## config.mk

```make
export PLATFORM = sky130hd
export DESIGN_NAME = tx_gearbox66_flat
export DESIGN_NICKNAME = d
export VERILOG_FILES = /design/src/rtl/gbox66_pkg.sv /design/src/rtl/tx_gearbox66_if.sv /design/src/rtl/tx_scrambler58.sv /design/src/rtl/tx_gearbox66.sv /design/src/flat_wrapper.sv
export SDC_FILE = /design/constraint.sdc
export NUM_CORES = 1
export LEC_CHECK = 0
export CAP_MARGIN = 20
export CORE_MARGIN = 2
export CORE_UTILIZATION = 32
export CTS_BUF_LIST = sky130_fd_sc_hd__clkbuf_2
export DETAILED_ROUTE_END_ITERATION = 8
export HOLD_SLACK_MARGIN = 0.15
export PLACE_DENSITY_LB_ADDON = 0.1
export SLEW_MARGIN = 20
export SYNTH_ARGS = -nofsm -noshare
export SYNTH_HDL_FRONTEND = slang
export SYNTH_SLANG_ARGS = --single-unit
```

## constraint.sdc

```tcl
create_clock -name clk_i -period 13.6 [get_ports clk_i]
set_clock_uncertainty 0.05 [all_clocks]
set_input_delay 4.08 -clock clk_i [delete_from_list [all_inputs] [get_ports clk_i]]
set_output_delay 4.08 -clock clk_i [all_outputs]
set_load 0.1 [all_outputs]
```

## src/rtl/gbox66_pkg.sv

```systemverilog
// Shared 64b/66b gearbox definitions, used by both the TX gearbox and the RX seeker/gearbox path.
package gbox66_pkg;

  localparam int C_BLK_W       = 66;
  localparam int C_WORD_W      = 32;
  localparam int C_GBOX_PERIOD = 33;

  localparam logic [1:0] C_DATA_HEADER = 2'b01;
  localparam logic [1:0] C_CMD_HEADER  = 2'b10;

  typedef struct packed {
    logic [1:0]  hdr;
    logic [63:0] payload;
  } blk66_t;

  // Only 01 and 10 are legal sync headers
  function automatic logic hdr_invalid(input logic [1:0] hdr);
    return (hdr == 2'b00) || (hdr == 2'b11);
  endfunction

endpackage

```

## src/rtl/tx_gearbox66_if.sv

```systemverilog
// Block handshake and serializer-side signals of the TX 66b->32b gearbox.
interface tx_gearbox66_if;
  import gbox66_pkg::*;

  logic [63:0] blk_data_i;
  logic [1:0]  blk_hdr_i;
  logic        blk_valid_i;
  logic        blk_ready_o;
  logic [31:0] tx_data_o;
  logic        tx_dv_o;
  logic [5:0]  gbox_cnt_o;
  logic        idle_ins_o;
  logic        hdr_err_o;

  modport master (
    output blk_data_i, blk_hdr_i, blk_valid_i,
    input  blk_ready_o, tx_data_o, tx_dv_o, gbox_cnt_o, idle_ins_o, hdr_err_o
  );

  modport slave (
    input  blk_data_i, blk_hdr_i, blk_valid_i,
    output blk_ready_o, tx_data_o, tx_dv_o, gbox_cnt_o, idle_ins_o, hdr_err_o
  );

endinterface

```

## src/rtl/tx_scrambler58.sv

```systemverilog
// Self-synchronizing x^58 + x^39 + 1 payload scrambler, 64 bits per load, MSB first.
module tx_scrambler58
  import gbox66_pkg::*;
(
  input  logic        clk_i,
  input  logic        rst_i,
  input  logic        load,
  input  logic [63:0] plain,
  output logic [63:0] scrambled
);

  logic [57:0] state_r;
  logic [57:0] state_next_s;

  // Bit-serial scramble of the whole payload; state_next_s is the state after the last bit
  always_comb begin
    logic [57:0] s;
    logic        b;
    s         = state_r;
    b         = 1'b0;
    scrambled = 64'd0;
    for (int i = 63; i >= 0; i--) begin
      b            = plain[i] ^ s[38] ^ s[57];
      scrambled[i] = b;
      s            = {s[56:0], b};
    end
    state_next_s = s;
  end

  // Scrambler state advances only when the gearbox consumes a block
  always_ff @(posedge clk_i or posedge rst_i) begin
    if (rst_i) begin
      state_r <= '1;
    end else if (load) begin
      state_r <= state_next_s;
    end
  end

endmodule

```

## src/rtl/tx_gearbox66.sv

```systemverilog
// TX 66b->32b gearbox with idle insertion. Optional payload scrambling under TX_SCRAMBLER_EN.
module tx_gearbox66
  import gbox66_pkg::*;
#(
  parameter logic [1:0]  IDLE_HEADER  = 2'b10,
  parameter logic [63:0] IDLE_PAYLOAD = 64'h7800_0000_0000_0000
) (
  input  logic           clk_i,
  input  logic           rst_i,
  tx_gearbox66_if.slave  bus
);

  logic [95:0]  res_r;
  logic [6:0]   lvl_r;
  logic [5:0]   cnt_r;
  logic [31:0]  tx_data_r;
  logic         tx_dv_r;
  logic         idle_ins_r;
  logic         hdr_err_r;

  logic         load_s;
  blk66_t       raw_blk_s;
  logic [63:0]  payload_s;
  logic [161:0] comb_s;
  logic [6:0]   lvl_next_s;

  // Fewer than one word of residual bits means a block must be taken this cycle
  assign load_s = (lvl_r < 7'd32);

  // Upstream block when offered, otherwise an idle command block
  always_comb begin
    raw_blk_s = '0;
    if (bus.blk_valid_i) begin
      raw_blk_s.hdr     = bus.blk_hdr_i;
      raw_blk_s.payload = bus.blk_data_i;
    end else begin
      raw_blk_s.hdr     = IDLE_HEADER;
      raw_blk_s.payload = IDLE_PAYLOAD;
    end
  end

`ifdef TX_SCRAMBLER_EN
  tx_scrambler58 u_scrambler (
    .clk_i     (clk_i),
    .rst_i     (rst_i),
    .load      (load_s),
    .plain     (raw_blk_s.payload),
    .scrambled (payload_s)
  );
`else
  assign payload_s = raw_blk_s.payload;
`endif

  // Append the loaded block directly below the lvl valid residual bits
  always_comb begin
    comb_s = {res_r, 66'd0};
    if (load_s) begin
      comb_s     = comb_s | ({96'd0, raw_blk_s.hdr, payload_s} << (7'd96 - lvl_r));
      lvl_next_s = lvl_r + 7'd34;
    end else begin
      lvl_next_s = lvl_r - 7'd32;
    end
  end

  // Gearbox state and registered outputs
  always_ff @(posedge clk_i or posedge rst_i) begin
    if (rst_i) begin
      res_r      <= 96'd0;
      lvl_r      <= 7'd0;
      cnt_r      <= 6'd0;
      tx_data_r  <= 32'd0;
      tx_dv_r    <= 1'b0;
      idle_ins_r <= 1'b0;
      hdr_err_r  <= 1'b0;
    end else begin
      res_r      <= comb_s[129:34];
      lvl_r      <= lvl_next_s;
      cnt_r      <= (cnt_r == 6'd32) ? 6'd0 : cnt_r + 6'd1;
      tx_data_r  <= comb_s[161:130];
      tx_dv_r    <= 1'b1;
      idle_ins_r <= load_s & ~bus.blk_valid_i;
      hdr_err_r  <= load_s & bus.blk_valid_i & hdr_invalid(bus.blk_hdr_i);
    end
  end

  assign bus.blk_ready_o = load_s;
  assign bus.tx_data_o   = tx_data_r;
  assign bus.tx_dv_o     = tx_dv_r;
  assign bus.gbox_cnt_o  = cnt_r;
  assign bus.idle_ins_o  = idle_ins_r;
  assign bus.hdr_err_o   = hdr_err_r;

endmodule

```

## src/flat_wrapper.sv

```systemverilog
// flat-port wrapper written by rule: the top's interface ports become plain ports
module tx_gearbox66_flat import gbox66_pkg::*;
#(
  parameter logic [1:0]  IDLE_HEADER  = 2'b10,
  parameter logic [63:0] IDLE_PAYLOAD = 64'h7800_0000_0000_0000
)
  (clk_i, rst_i, bus_blk_data_i, bus_blk_hdr_i, bus_blk_valid_i, bus_blk_ready_o, bus_tx_data_o, bus_tx_dv_o, bus_gbox_cnt_o, bus_idle_ins_o, bus_hdr_err_o);
  tx_gearbox66_if bus_i ();
  input  logic clk_i;
  input  logic rst_i;
  input wire logic [$bits(bus_i.blk_data_i)-1:0] bus_blk_data_i;
  input wire logic [$bits(bus_i.blk_hdr_i)-1:0] bus_blk_hdr_i;
  input wire logic [$bits(bus_i.blk_valid_i)-1:0] bus_blk_valid_i;
  output wire logic [$bits(bus_i.blk_ready_o)-1:0] bus_blk_ready_o;
  output wire logic [$bits(bus_i.tx_data_o)-1:0] bus_tx_data_o;
  output wire logic [$bits(bus_i.tx_dv_o)-1:0] bus_tx_dv_o;
  output wire logic [$bits(bus_i.gbox_cnt_o)-1:0] bus_gbox_cnt_o;
  output wire logic [$bits(bus_i.idle_ins_o)-1:0] bus_idle_ins_o;
  output wire logic [$bits(bus_i.hdr_err_o)-1:0] bus_hdr_err_o;
  assign bus_i.blk_data_i = bus_blk_data_i;
  assign bus_i.blk_hdr_i = bus_blk_hdr_i;
  assign bus_i.blk_valid_i = bus_blk_valid_i;
  assign bus_blk_ready_o = bus_i.blk_ready_o;
  assign bus_tx_data_o = bus_i.tx_data_o;
  assign bus_tx_dv_o = bus_i.tx_dv_o;
  assign bus_gbox_cnt_o = bus_i.gbox_cnt_o;
  assign bus_idle_ins_o = bus_i.idle_ins_o;
  assign bus_hdr_err_o = bus_i.hdr_err_o;
  tx_gearbox66 #(.IDLE_HEADER(IDLE_HEADER), .IDLE_PAYLOAD(IDLE_PAYLOAD)) u_core (.clk_i(clk_i), .rst_i(rst_i), .bus(bus_i));
endmodule
```

Yosys cells after proc, flatten, opt, wreduce, memory -nomap -nowiden
Cells that the tools add are included.

operators by class
  add/subtract/negate cells = 4
  $lt $le $gt $ge = 1
  equality and inequality tests = 2
  shift operators = 1
  muxes and demuxes = 4
  bitwise gates (word level) = 5
  reductions and logical operators = 2

operator list
  cell                                                         number
  two-way mux 162 bit                                          1
  bitwise OR 162 bit                                           1
  left shift 66 x 7 -> 162 bit                                 1
  two-way mux 66 bit                                           1
  adder 7 x 6 -> 7 bit (second input constant)                 1
  less-than comparator 7 x 6 -> 1 bit (second input constant)  1
  two-way mux 7 bit                                            1
  subtractor 7 x 6 -> 7 bit (second input constant)            1
  subtractor 7 bit (first input constant)                      1
  adder 6 x 1 -> 6 bit (second input constant)                 1
  == test 6 bit (second input constant)                        1
  two-way mux 6 bit                                            1
  AND 1 bit                                                    3
  == test 2 bit (second input constant)                        1
  zero test 2 bit                                              1
  logical OR 1 bit                                             1
  NOT 1 bit                                                    1

word-level totals
  flip-flop bits (word level) = 144
  output and inout port bits = 42

Depth between registers and ports, before layout
  depth in word-level cells = 4
  mapped depth = 15
  depth with buffers taken out = 8

Worst setup path before layout
Ideal clock, no wire load.

  path type = input -> register
  from = input bus_blk_data_i[35]
  to = register u_core.res_r[43]
  library setup time = 0.126 ns
  arrival time = 5.611 ns
  setup slack = 7.813 ns
  stages = 6
  cells stage by stage = mux2_2 -> and2_1 -> mux4_2 -> a2bb2oi_1 -> a221oi_1 -> a221o_1

on the way
  longest elaborated chain between the ends = 4

RTL lines
  what                          line                RTL
  start: declaration            flat_wrapper.sv:11  input wire logic [$bits(bus_i.blk_data_i)-1:0] bus_blk_data_i;
  two-way mux 66 bit            tx_gearbox66.sv:33  if (bus.blk_valid_i) begin
  left shift 66 x 7 -> 162 bit  tx_gearbox66.sv:58  comb_s = comb_s | ({96'd0, raw_blk_s.hdr, payload_s} << (7'd96 - lvl_r));
  bitwise OR 162 bit            tx_gearbox66.sv:58
  two-way mux 162 bit           tx_gearbox66.sv:57  if (load_s) begin
  net u_core.comb_s[77]         tx_gearbox66.sv:24  logic [161:0] comb_s;
  end signal: assignment        tx_gearbox66.sv:76  res_r <= comb_s[129:34];
  end: declaration              tx_gearbox66.sv:13  logic [95:0] res_r;

The timed path passes the listed nets, and every way through them passes these cells.

Final worst setup path
  from = register u_core.lvl_r[5]
  to = output bus_blk_ready_o

on the way
  longest elaborated chain between the ends = 1

RTL lines
  what                                 line                RTL
  start: declaration                   tx_gearbox66.sv:14  logic [6:0] lvl_r;
  start signal: assignment             tx_gearbox66.sv:77  lvl_r <= lvl_next_s;
  less-than comparator 7 x 6 -> 1 bit  tx_gearbox66.sv:28  assign load_s = (lvl_r < 7'd32);
  end: declaration                     flat_wrapper.sv:14  output wire logic [$bits(bus_i.blk_ready_o)-1:0] bus_blk_ready_o;

No other way between the ends.

==> results.json <==
{
  "hold_buffers": 0,
  "die_height_um": 184,
  "ctsHtreeMaxLevel": 4,
  "grt_pass1_wl_um": 68100,
  "rrSetupSlack_ns": 8.83,
  "syn_inst": 1134,
  "firstDrtPassIters": 6,
  "cts_tree": "yes",
  "critPathMaxStageDelay_ns": 1.15,
  "post_drt_wl_per_cell_um": 28.7,
  "dieArea_mm2": 0.0338,
  "powerDensity_mw_per_mm2": 78.0,
  "clk_pin_slew_ns": 0.26,
  "synthArstFlopShare_pct": 100,
  "io-pin-count": 111,
  "crit_fanout": 11,
  "grt_pass1_vias": 9772,
  "fp.coreArea_mm2": 0.0317,
  "initial_core_util_pct": 32.7,
  "maxCapViolCount": 0,
  "vias_per_cell": 6.39,
  "maxSlewHeadroom_pct": 22.2,
  "areaGrowthSynthToFinish_pct": 16.1,
  "p_leak_nw": 4.71,
  "cts_setup_buffers": 0,
  "hold_violations": 0,
  "port_buffers": 110,
  "ys.flop_type": "dfrtp_1",
  "min_to": "u_core.res_r[38]",
  "drive_gt1_share_pct": 13.3,
  "fin_tns_setup_ns": 0,
  "worstPathRequired_ns": 9.47,
  "cts.sinks": 143,
  "max-vdd-ir-drop_v": 0.0000443,
  "worst-endpoint-arrival_ns": 3.07,
  "clk_latency_ns": 0.80,
  "hold_depth": 2,
  "yosys_warnings": 0,
  "rsz0062_at_grt": "false",
  "antenna_found_initial": 1,
  "syn_area_per_cell_um2": 9.14,
  "fmax_mhz": 139,
  "cp_cell_sequence": "inv_1, ha_1, clkdlybuf4s50_1",
  "synth_nets": 1208,
  "dp.final_hpwl_um": 32700,
  "fillCellCount": 3241,
  "gr-total-overflow": 0,
  "drt-initial-drc-count": 1408,
  "seq_area_frac_synth_pct": 34.5,
  "synth_seq_cells": 143,
  "rows": 65,
  "hold_start": "u_core.res_r[6]",
  "routed_wl_um": 46200,
  "power_mw": 0.937,
  "ant_nets": 0,
  "final_area_mm2": 0.0120,
  "seq_area_mm2": 0.00358,
  "critPathLaunchType": "flop",
  "cpMaxStageDelayCell": "clkdlybuf4s50_1",
  "num_vias": 10300,
  "final_min_period_over_clock_period_pct": 52.9,
  "setup_violations": 0,
  "die_w_um": 184,
  "critical_path_class": "reg -> out",
  "grt_start_max_net_pins": 92,
  "gp_congestion": 0.988,
  "min_path_type": "reg -> reg",
  "synth_edf_count": 0,
  "nets": 1266,
  "place_area_mm2": 0.0117,
  "timing.rr.end": "u_core.res_r[31]",
  "drc": 0,
  "multi_input_area_mm2": 0.00629,
  "cts_resized": 0,
  "cts_buffers": 17,
  "rr_worst_depth": 8,
  "syn-cell-area_mm2": 0.0104,
  "grt_usage_pct": 27.6,
  "drv_slew": 0,
  "status": "completed",
  "cts_root_buf": "clkbuf_2",
  "worst_setup_path_end_kind": "output port",
  "ctsLongestPathBuffers": 2,
  "worst_slew_pin_slew_ns": 1.17,
  "yosysUniqueCellTypes": 80,
  "min_period_ns": 7.20,
  "rr_startpoint": "u_core.lvl_r[1]"
}
[flip-flops by register name (all words and copies together), names as in the netlist]
register               flops
u_core.lvl_r               6
u_core.bus.gbox_cnt_o      6
u_core.bus.tx_dv_o         1
u_core.bus.idle_ins_o      1
u_core.bus.hdr_err_o       1
u_core.bus.tx_data_o      32
u_core.res_r              96
[layout make-up]
class | instances | share of cell area (%)
Multi-Input combinational cell | 878 | 52.4
Sequential cell | 143 | 29.8
Timing Repair Buffer | 132 | 10.5
Tap cell | 402 | 4.18
Clock inverter | 13 | 1.77
Clock buffer | 17 | 0.708
Inverter | 20 | 0.666
Antenna cell | 2 | 0.0416
[metrics by stage]
stage	hold WS (ns)	cells	setup WS [ns]	utilization [%]
after detailed placement	0.369	1575	6.12	37.0
final	0.385	1607	6.40	37.9
after global placement	0.367	1575	6.21	36.9
after CTS	0.373	1605	6.37	37.9
after floorplan	0.354	1134	5.63	-
after global routing	0.399	1606	6.29	37.9
[logic make-up (layout without fill, tap and decap cells)]
logic type	count (synthesis)	after routing	share of synthesized area (%)
AO/OA/AOI/OAI	375	375	26.4
XOR/XNOR	17	17	1.98
adder cells (fa/ha/maj)	5	5	0.604
buffers and inverters	113	182	5.40
flip-flops	143	143	34.5
multiplexers	121	121	14.7
other	1	3	0.0362
AND/OR/NAND/NOR	359	359	16.3
[power breakdown]
group          internal (mW)  total (mW)  switching [mW]  leakage (nW)
clock                  0.139       0.318           0.180         0.165
combinational         0.0619       0.182           0.120          2.60
sequential             0.434       0.437         0.00289          1.94
[how the worst max path moves through the flow]
stage / start / to / slack (ns)
2_1_floorplan: rst_i / u_core.bus.gbox_cnt_o[0] / 5.63
3_5_place_dp: bus_blk_valid_i / u_core.res_r[33] / 6.12
5_1_grt: u_core.lvl_r[5] / bus_blk_ready_o / 6.29
3_3_place_gp: bus_blk_valid_i / u_core.res_r[33] / 6.21
4_1_cts: u_core.lvl_r[5] / bus_blk_ready_o / 6.37
6_report: u_core.lvl_r[5] / bus_blk_ready_o / 6.40
[Yosys cell counts, drive strengths merged (5+ instances only)]
cell type,number,area (µm²)
a211o,9,78.8
a22oi,15,113
o2bb2ai,11,96.3
clkbuf,40,150
a221o,22,220
a21o,12,90.1
o221a,5,56.3
buf,53,334
inv,17,63.8
a221oi,15,138
a211oi,22,180
and2,28,178
nor2b,7,43.8
mux4,20,450
or3,6,37.5
nor3,25,135
nand2,96,368
a2bb2oi,9,78.8
nor4,10,68.8
mux2,42,484
o21bai,7,52.6
a32oi,7,61.3
a22o,6,52.6
o211ai,13,97.6
o21a,8,60.1
a31oi,15,93.8
a21oi,63,315
nor2,122,463
dfrtp,143,3580
ha,5,62.6
nand4,10,62.6
xnor2,13,151
nand3,33,165
o221ai,15,131
mux2i,59,591
o21ai,59,295
nand2b,8,50.1
o22a,5,43.8
o22ai,18,113
[layer usage]
layer | part of all wire (%) | vias to the layer above | GRT usage, % | wire (µm)
met5 | 0 | - | 0 | 0
met4 | 4.8 | 0 | 13.2 | 2220
met3 | 9.9 | 124 | 5.88 | 4580
met2 | 41 | 682 | 39.5 | 19100
met1 | 44 | 5017 | 39.3 | 20300
li1 | - | 4443 | - | -
[worst max-delay path, delay by kind of cell, from the launching register on]
kind	cells	cell delay, ns
fa+ha+maj	1	0.26
buf+inv	2	1.44
flops	1	0.60
[layout by cell type, fill, tap and decap left out, types with 10 or more instances in the layout]
| master | count |
|---|---|
| a21o_1 | 12 |
| nand2_1 | 93 |
| a21oi_1 | 63 |
| nand4_1 | 10 |
| o21ai_0 | 52 |
| mux4_2 | 20 |
| a31oi_1 | 15 |
| clkdlybuf4s50_1 | 109 |
| o22ai_1 | 18 |
| dfrtp_1 | 142 |
| a221oi_1 | 14 |
| o221ai_1 | 15 |
| a22oi_1 | 15 |
| inv_1 | 16 |
| mux2_2 | 38 |
| clkbuf_2 | 17 |
| nor2_1 | 113 |
| o2bb2ai_1 | 11 |
| a221o_1 | 22 |
| o211ai_1 | 13 |
| nor3_1 | 23 |
| a211oi_1 | 19 |
| mux2i_1 | 59 |
| and2_1 | 25 |
| buf_4 | 22 |
| nand3_1 | 33 |
Power figures use the tool's default switching activity.
